<file path="src/rtl/segment_transition_pkg.sv">
// Shared definitions for the segment transition block: transition mode codes and the
// default segment count.
package segment_transition_pkg;

  localparam int unsigned NumSegment = 2;

  typedef enum logic [7:0] {
    ModeSyncIdx = 8'h00,
    ModeSysTime = 8'h01,
    ModeGpio    = 8'h02,
    ModeExt     = 8'hF0
  } transition_mode_t;

  function automatic logic mode_is_valid(input logic [7:0] code);
    case (code)
      ModeSyncIdx, ModeSysTime, ModeGpio, ModeExt: return 1'b1;
      default:                                     return 1'b0;
    endcase
  endfunction

endpackage

</file>
<file path="src/rtl/segment_transition_if.sv">
// Request/status bundle between the playback controller and the segment transition block.
interface segment_transition_if #(
  parameter int unsigned NUM_SEGMENT = 2,
  parameter int unsigned IDX_WIDTH   = 15,
  parameter int unsigned REP_WIDTH   = 16,
  parameter int unsigned NUM_GPIO    = 4
);
  localparam int unsigned SEG_W = $clog2(NUM_SEGMENT);

  logic                             update_settings;
  logic [SEG_W-1:0]                 req_rd_segment;
  logic [7:0]                       transition_mode;
  logic [63:0]                      transition_value;
  logic [NUM_SEGMENT*IDX_WIDTH-1:0] cycle;
  logic [NUM_SEGMENT*REP_WIDTH-1:0] rep;
  logic [IDX_WIDTH-1:0]             idx;
  logic [63:0]                      sys_time;
  logic [NUM_GPIO-1:0]              gpio_in;
  logic [SEG_W-1:0]                 segment;
  logic                             stop;
  logic                             pending;

  modport master (
    output update_settings, req_rd_segment, transition_mode, transition_value,
    output cycle, rep, idx, sys_time, gpio_in,
    input  segment, stop, pending
  );

  modport slave (
    input  update_settings, req_rd_segment, transition_mode, transition_value,
    input  cycle, rep, idx, sys_time, gpio_in,
    output segment, stop, pending
  );

endinterface

</file>
<file path="src/rtl/segment_transition_loop_counter.sv">
// Detects playback-index wraps for the active segment and counts completed loops;
// done fires on the wrap that ends the final (REP+1)th loop.
module loop_counter #(
  parameter int unsigned IDX_WIDTH = 15,
  parameter int unsigned REP_WIDTH = 16
) (
  input  logic                 clk,
  input  logic                 rst_n,
  input  logic [IDX_WIDTH-1:0] idx_i,
  input  logic [IDX_WIDTH-1:0] cycle_i,
  input  logic [REP_WIDTH-1:0] rep_i,
  input  logic                 en_i,
  input  logic                 clear_i,
  output logic                 wrap_o,
  output logic                 done_o
);

  logic [IDX_WIDTH-1:0] idx_prev_q;
  logic [REP_WIDTH-1:0] count_q, count_d;

  assign wrap_o = (idx_i == '0) && (idx_prev_q == cycle_i);
  // An all-ones repeat count never completes.
  assign done_o = wrap_o && en_i && (count_q == rep_i) && (rep_i != '1);

  always_comb begin
    count_d = count_q;
    if (clear_i) begin
      count_d = '0;
    end else if (wrap_o && en_i && !done_o) begin
      count_d = count_q + REP_WIDTH'(1);
    end
  end

  always_ff @(posedge clk or negedge rst_n) begin
    if (!rst_n) begin
      idx_prev_q <= '0;
      count_q    <= '0;
    end else begin
      idx_prev_q <= idx_i;
      count_q    <= count_d;
    end
  end

endmodule

</file>
<file path="src/rtl/segment_transition.sv">
// Switches the active playback segment on a sync-index wrap, a system-time threshold,
// a GPIO rising edge, or runs segments back to back in external sequencing mode.
module segment_transition
  import segment_transition_pkg::*;
#(
  parameter int unsigned NUM_SEGMENT = NumSegment,
  parameter int unsigned IDX_WIDTH   = 15,
  parameter int unsigned REP_WIDTH   = 16,
  parameter int unsigned NUM_GPIO    = 4
) (
  input logic                clk,
  input logic                rst_n,
  segment_transition_if.slave bus_io
);

  localparam int unsigned SEG_W = $clog2(NUM_SEGMENT);

  localparam logic [2:0] StIdle     = 3'd0;
  localparam logic [2:0] StWaitSync = 3'd1;
  localparam logic [2:0] StWaitTime = 3'd2;
  localparam logic [2:0] StWaitGpio = 3'd3;
  localparam logic [2:0] StExtRun   = 3'd4;

  logic [2:0]           state_q, state_d;
  logic [SEG_W-1:0]     seg_q, seg_d;
  logic [SEG_W-1:0]     req_seg_q, req_seg_d;
  logic [63:0]          value_q, value_d;
  logic                 stop_q, stop_d;
  logic [NUM_GPIO-1:0]  gpio_prev_q;
  logic [IDX_WIDTH-1:0] cur_cycle;
  logic [REP_WIDTH-1:0] cur_rep;
  logic [SEG_W-1:0]     seg_next;
  logic                 wrap, done, clear, swap, gpio_rise, new_req;

  assign cur_cycle = bus_io.cycle[int'(seg_q)*IDX_WIDTH +: IDX_WIDTH];
  assign cur_rep   = bus_io.rep[int'(seg_q)*REP_WIDTH +: REP_WIDTH];
  assign seg_next  = (seg_q == SEG_W'(NUM_SEGMENT - 1)) ? '0 : seg_q + SEG_W'(1);
  assign new_req   = bus_io.update_settings && mode_is_valid(bus_io.transition_mode);

  loop_counter #(
    .IDX_WIDTH(IDX_WIDTH),
    .REP_WIDTH(REP_WIDTH)
  ) u_loop_counter (
    .clk    (clk),
    .rst_n  (rst_n),
    .idx_i  (bus_io.idx),
    .cycle_i(cur_cycle),
    .rep_i  (cur_rep),
    .en_i   (!stop_q),
    .clear_i(clear),
    .wrap_o (wrap),
    .done_o (done)
  );

  always_comb begin
    gpio_rise = 1'b0;
    for (int i = 0; i < int'(NUM_GPIO); i++) begin
      if (int'(value_q[1:0]) == i) gpio_rise = bus_io.gpio_in[i] && !gpio_prev_q[i];
    end
  end

  always_comb begin
    case (state_q)
      StWaitSync: swap = wrap;
      StWaitTime: swap = (bus_io.sys_time >= value_q);
      StWaitGpio: swap = gpio_rise;
      default:    swap = 1'b0;
    endcase
  end

  always_comb begin
    state_d   = state_q;
    seg_d     = seg_q;
    req_seg_d = req_seg_q;
    value_d   = value_q;
    stop_d    = stop_q;
    clear     = 1'b0;

    // Loop completion: roll over in external mode, otherwise latch STOP.
    if (done) begin
      if (state_q == StExtRun && !new_req) begin
        seg_d = seg_next;
        clear = 1'b1;
      end else begin
        stop_d = 1'b1;
      end
    end

    // A fresh request always beats a trigger sampled in the same cycle.
    if (new_req) begin
      req_seg_d = bus_io.req_rd_segment;
      value_d   = bus_io.transition_value;
      case (bus_io.transition_mode)
        ModeSysTime: state_d = StWaitTime;
        ModeGpio:    state_d = StWaitGpio;
        ModeExt: begin
          state_d = StExtRun;
          seg_d   = bus_io.req_rd_segment;
          stop_d  = 1'b0;
          clear   = 1'b1;
        end
        default:     state_d = StWaitSync;
      endcase
    end else if (swap) begin
      state_d = StIdle;
      seg_d   = req_seg_q;
      stop_d  = 1'b0;
      clear   = 1'b1;
    end
  end

  always_ff @(posedge clk or negedge rst_n) begin
    if (!rst_n) begin
      state_q     <= StIdle;
      seg_q       <= '0;
      req_seg_q   <= '0;
      value_q     <= '0;
      stop_q      <= 1'b0;
      gpio_prev_q <= '0;
    end else begin
      state_q     <= state_d;
      seg_q       <= seg_d;
      req_seg_q   <= req_seg_d;
      value_q     <= value_d;
      stop_q      <= stop_d;
      gpio_prev_q <= bus_io.gpio_in;
    end
  end

  assign bus_io.segment = seg_q;
  assign bus_io.stop    = stop_q;
  assign bus_io.pending = (state_q == StWaitSync) || (state_q == StWaitTime) ||
                          (state_q == StWaitGpio);

endmodule

</file>
<file path="src/flat_wrapper.sv">
// flat-port wrapper written by rule: the top's interface ports become plain ports
module segment_transition_flat import segment_transition_pkg::*;
#(
  parameter int unsigned NUM_SEGMENT = NumSegment,
  parameter int unsigned IDX_WIDTH   = 15,
  parameter int unsigned REP_WIDTH   = 16,
  parameter int unsigned NUM_GPIO    = 4
)
  (clk, rst_n, bus_io_update_settings, bus_io_req_rd_segment, bus_io_transition_mode, bus_io_transition_value, bus_io_cycle, bus_io_rep, bus_io_idx, bus_io_sys_time, bus_io_gpio_in, bus_io_segment, bus_io_stop, bus_io_pending);
  segment_transition_if #(.NUM_SEGMENT(NUM_SEGMENT), .IDX_WIDTH(IDX_WIDTH), .REP_WIDTH(REP_WIDTH), .NUM_GPIO(NUM_GPIO)) bus_io_i ();
  input logic clk;
  input logic rst_n;
  input wire logic [$bits(bus_io_i.update_settings)-1:0] bus_io_update_settings;
  input wire logic [$bits(bus_io_i.req_rd_segment)-1:0] bus_io_req_rd_segment;
  input wire logic [$bits(bus_io_i.transition_mode)-1:0] bus_io_transition_mode;
  input wire logic [$bits(bus_io_i.transition_value)-1:0] bus_io_transition_value;
  input wire logic [$bits(bus_io_i.cycle)-1:0] bus_io_cycle;
  input wire logic [$bits(bus_io_i.rep)-1:0] bus_io_rep;
  input wire logic [$bits(bus_io_i.idx)-1:0] bus_io_idx;
  input wire logic [$bits(bus_io_i.sys_time)-1:0] bus_io_sys_time;
  input wire logic [$bits(bus_io_i.gpio_in)-1:0] bus_io_gpio_in;
  output wire logic [$bits(bus_io_i.segment)-1:0] bus_io_segment;
  output wire logic [$bits(bus_io_i.stop)-1:0] bus_io_stop;
  output wire logic [$bits(bus_io_i.pending)-1:0] bus_io_pending;
  assign bus_io_i.update_settings = bus_io_update_settings;
  assign bus_io_i.req_rd_segment = bus_io_req_rd_segment;
  assign bus_io_i.transition_mode = bus_io_transition_mode;
  assign bus_io_i.transition_value = bus_io_transition_value;
  assign bus_io_i.cycle = bus_io_cycle;
  assign bus_io_i.rep = bus_io_rep;
  assign bus_io_i.idx = bus_io_idx;
  assign bus_io_i.sys_time = bus_io_sys_time;
  assign bus_io_i.gpio_in = bus_io_gpio_in;
  assign bus_io_segment = bus_io_i.segment;
  assign bus_io_stop = bus_io_i.stop;
  assign bus_io_pending = bus_io_i.pending;
  segment_transition #(.NUM_SEGMENT(NUM_SEGMENT), .IDX_WIDTH(IDX_WIDTH), .REP_WIDTH(REP_WIDTH), .NUM_GPIO(NUM_GPIO)) u_core (.clk(clk), .rst_n(rst_n), .bus_io(bus_io_i));
endmodule
</file>
<file path="config.mk">
export PLATFORM = sky130hd
export DESIGN_NAME = segment_transition_flat
export DESIGN_NICKNAME = d
export VERILOG_FILES = /design/src/rtl/segment_transition_pkg.sv /design/src/rtl/segment_transition_if.sv /design/src/rtl/segment_transition_loop_counter.sv /design/src/rtl/segment_transition.sv /design/src/flat_wrapper.sv
export SDC_FILE = /design/constraint.sdc
export NUM_CORES = 1
export LEC_CHECK = 0
export ABC_AREA = 1
export CORE_MARGIN = 2
export CORE_UTILIZATION = 35
export CTS_CLUSTER_DIAMETER = 50
export DETAILED_ROUTE_END_ITERATION = 16
export GPL_ROUTABILITY_DRIVEN = 0
export GPL_TIMING_DRIVEN = 0
export MAX_ROUTING_LAYER = met4
export SYNTH_ARGS = -nofsm -noshare
export SYNTH_HDL_FRONTEND = slang
export SYNTH_HIERARCHICAL = 1
export SYNTH_SLANG_ARGS = --single-unit
</file>
<file path="constraint.sdc">
create_clock -name clk -period 6.37 [get_ports clk]
set_input_delay 0.637 -clock clk [delete_from_list [all_inputs] [get_ports clk]]
set_output_delay 0.637 -clock clk [all_outputs]
set_load 0.01 [all_outputs]
</file>
==> metrics.md <==
| Metric | Value |
|---|---|
| Final hold violations | `0` |
| Element type at the critical path end | `flip-flop` |
| Synth Cell Area | `0.00770 mm2` |
| Clock-pin slew on the worst setup and hold paths | `around 0.07 ns` |
| Fin nets | `1558` |
| CTS tree | `done` |
| Post-synth top cells | `nand2_1, inv_1, dfrtp_1, nor2_1, ha_1` |
| Die Wd | `152 um` |
| Largest net degree at the start of global routing | `89` |
| Area contributors post-synth | `dfrtp_1, nand2_1, ha_1, o21ai_2, inv_1` |
| Skew final | `about 0.0084 ns` |
| Crit path required time | `6.61 ns` |
| Post-place setup slack | `2.78 ns` |
| Worst slew pin tran | `about 0.57 ns` |
| H-tree depth | `3` |
| Syn-to-layout area delta | `37.6%` |
| Via density | `4.56` |
| Initial Util | `0.355` |
| Ys async rst share | `1.00` |
| P_leak | `5.30 nW` |
| Port Buf Inserts | `223` |
| Avg WL per Cell | `13.2 um` |
| Worst-path cell chain | `clkbuf_1 > inv_1 > clkbuf_1 > nand2_1 > nand2_1 > inv_1 > nand2_1 > nand2_1 > nor2_1 > nand2_1 > nor2_2 > nand3_4 > buf_2 > nor3_1 > nand3_1 > nand2_1 > inv_1 > buf_1 > nand4_1 > nand2_1` |
| RSZ-0062 raised after global routing | `no` |
| Syn Nets | `1323` |
| Final wirelength | `20500 um` |
| Most frequent cell after synthesis | `nand2_1` |
| Final Instance Area | `~0.011 mm2` |
| Slowest CP cell | `clkbuf_1` |
| Min-Delay Path Class | `input pin to asynchronous set/reset pin` |
| Peak Freq | `276 MHz` |
| Final setup viols | `0` |
| All-Layer GR Usage | `0.186` |
| Clk_lat worst skew | `0.35 ns` |
| Layout cells sized above 1 | `0.134` |
| Yosys reg bits | `~110` |
| Post-synth EDFFs | `0` |
| Post-CTS resize count | `0` |
| Post-DP HPWL | `around 17000 um` |
| Global-route wire length before repair | `34300 um` |
| Clock buffer depth | `2` |
| Ports | `about 220` |
| CTS sink count | `105` |
| Iteration-0 DRC Markers | `261` |
| CORE AREA | `around 0.022 mm2` |
| CP Max Fanout | `10` |
| Ys Warns | `6` |
| Tmin final | `3.63 ns` |
| Postcts setup bufs | `0` |
| Vias in the first global route | `7040` |
| Area leader, netlist | `dfrtp_1` |
| Critical Path AT | `3.87 ns` |
| Syn_area_per_cell | `7.43 um2` |
| Status | `finished clean` |
| Hold WS | `0.122 ns` |
| Placed inst area | `roughly 0.010 mm2` |
| Worst path most repeated cell | `nand2_1` |
| Cell variety after synth | `41` |
| Cell Pwr Density | `approximately 220 mW/mm2` |
| Top cell type's share of synthesized area | `0.341` |
| Main synth FF type | `dfrtp_1` |
| Die Ht | `between 150 and 200 um` |
| DRT Pass-1 Iters | `4` |
| Crit-path max cell delay | `0.47 ns` |
| Ant. Diodes | `0` |
| Crit path kind | `flip-flop to flip-flop` |
| Vias post-DR | `7097` |
| Rel. slew slack | `0.622` |
| Die area | `0.0232 mm2` |
| Cell count after synthesis | `1037` |
| Global route overflow | `0` |
| Root Driver | `clkbuf_16` |
| Final Slew Violations | `0` |
| Max IR drop VDD | `about 0.00012 V` |
| Fin Setup TNS | `0 ns` |
| Maxcap violations | `0` |
| Crit start category | `flip-flop` |
| Clock buffer count from CTS | `9` |
| DRC viols | `0` |
| DRT antenna net count | `0` |
| # rows | `54` |
| Initial antenna violation count | `0` |
| # hold bufs at CTS | `0` |
| Register area share after synthesis | `0.341` |
| Post-route clock period utilization | `0.570` |
| Setup WS post-layout | `2.74 ns` |
-- routing by layer --
| metal | share of wire | vias to the layer above | track usage |
|---|---|---|---|
| met5 | 0 | - | - |
| met4 | 0.014 | 0 | 0.0405 |
| met3 | 0.036 | 16 | 0.0307 |
| met2 | 0.49 | 139 | 0.315 |
| met1 | 0.46 | 3210 | 0.234 |
| li1 | - | 3732 | - |
-- registers in the layout, indices dropped and copies added, names as in the netlist --
register / flops
u_core/value_q: 64
u_core/u_loop_counter/count_q: 16
u_core/u_loop_counter/idx_prev_q: 15
u_core/gpio_prev_q: 4
u_core/state_q: 3
u_core/bus_io.segment: 1
u_core/bus_io.stop: 1
u_core/req_seg_q: 1
-- where the power goes --
group	internal (W)	switching, W
clock	0.000279	0.000258
sequential	0.000776	0.0000370
combinational	0.000427	0.000526
-- kinds of logic after synthesis --
group,after synthesis,share of synthesized area
compound gates,112,0.107
buf+inv,186,0.110
fa+ha+maj,65,0.106
flops,105,0.341
simple gates,551,0.315
xor+xnor,18,0.0205
-- cell usage in the layout (no fill, tap or decap), types with 9 or more instances in the layout --
| cell | count |
|---|---|
| nand3_1 | 38 |
| xor2_1 | 13 |
| clkdlybuf4s50_1 | 222 |
| nand2_2 | 45 |
| a21oi_1 | 32 |
| ha_1 | 65 |
| dfrtp_1 | 105 |
| o21ai_2 | 64 |
| inv_1 | 149 |
| clkbuf_16 | 9 |
| nand4_1 | 28 |
| nor2_1 | 82 |
| nand2_1 | 329 |
-- metrics by stage --
step	utilization	total power, W	std cells
floorplan	-	0.00145	1037
global placement	0.474	0.00177	1540
CTS	0.488	0.00235	1557
global route	0.488	0.00252	1557
finish	0.488	0.00230	1557
detailed placement	0.475	0.00179	1541
-- final cells by class --
| class | count | area [um2] |
|---|---|---|
| clock buffers | 11 | 243 |
| multi-input cells | 746 | 4220 |
| well taps | 280 | 350 |
| flip-flops and latches | 105 | 2630 |
| repair buffers | 224 | 2260 |
| fillers | 2158 | 11100 |
| plain buffers | 28 | 254 |
| clock inverters | 5 | 38.8 |
| inverters | 158 | 596 |
-- path summary, 6_finish.rpt --
| kind | startpoint | to | slack (ns) | cells after the start |
|---|---|---|---|---|
| max in group asynchronous | rst_n | u_core/value_q[62] | 5.56 | 2 |
| worst min register to register | u_core/req_seg_q | u_core/req_seg_q | 0.48 | 2 |
| worst min-delay path | rst_n | u_core/value_q[21] | 0.12 | 1 |
| worst max register to register | u_core/bus_io.segment | u_core/u_loop_counter/count_q[1] | 2.74 | 20 |
| min in group clk | u_core/req_seg_q | u_core/req_seg_q | 0.48 | 2 |
| worst max-delay path | u_core/bus_io.segment | u_core/u_loop_counter/count_q[1] | 2.74 | 20 |
-- critical path, delay by kind of cell, from the launching register on --
kind	cells	cell delay [ns]
AND/OR/NAND/NOR	13	1.65
buffers and inverters	7	1.49
flip-flops	1	0.38
Power figures use the tool's default switching activity.
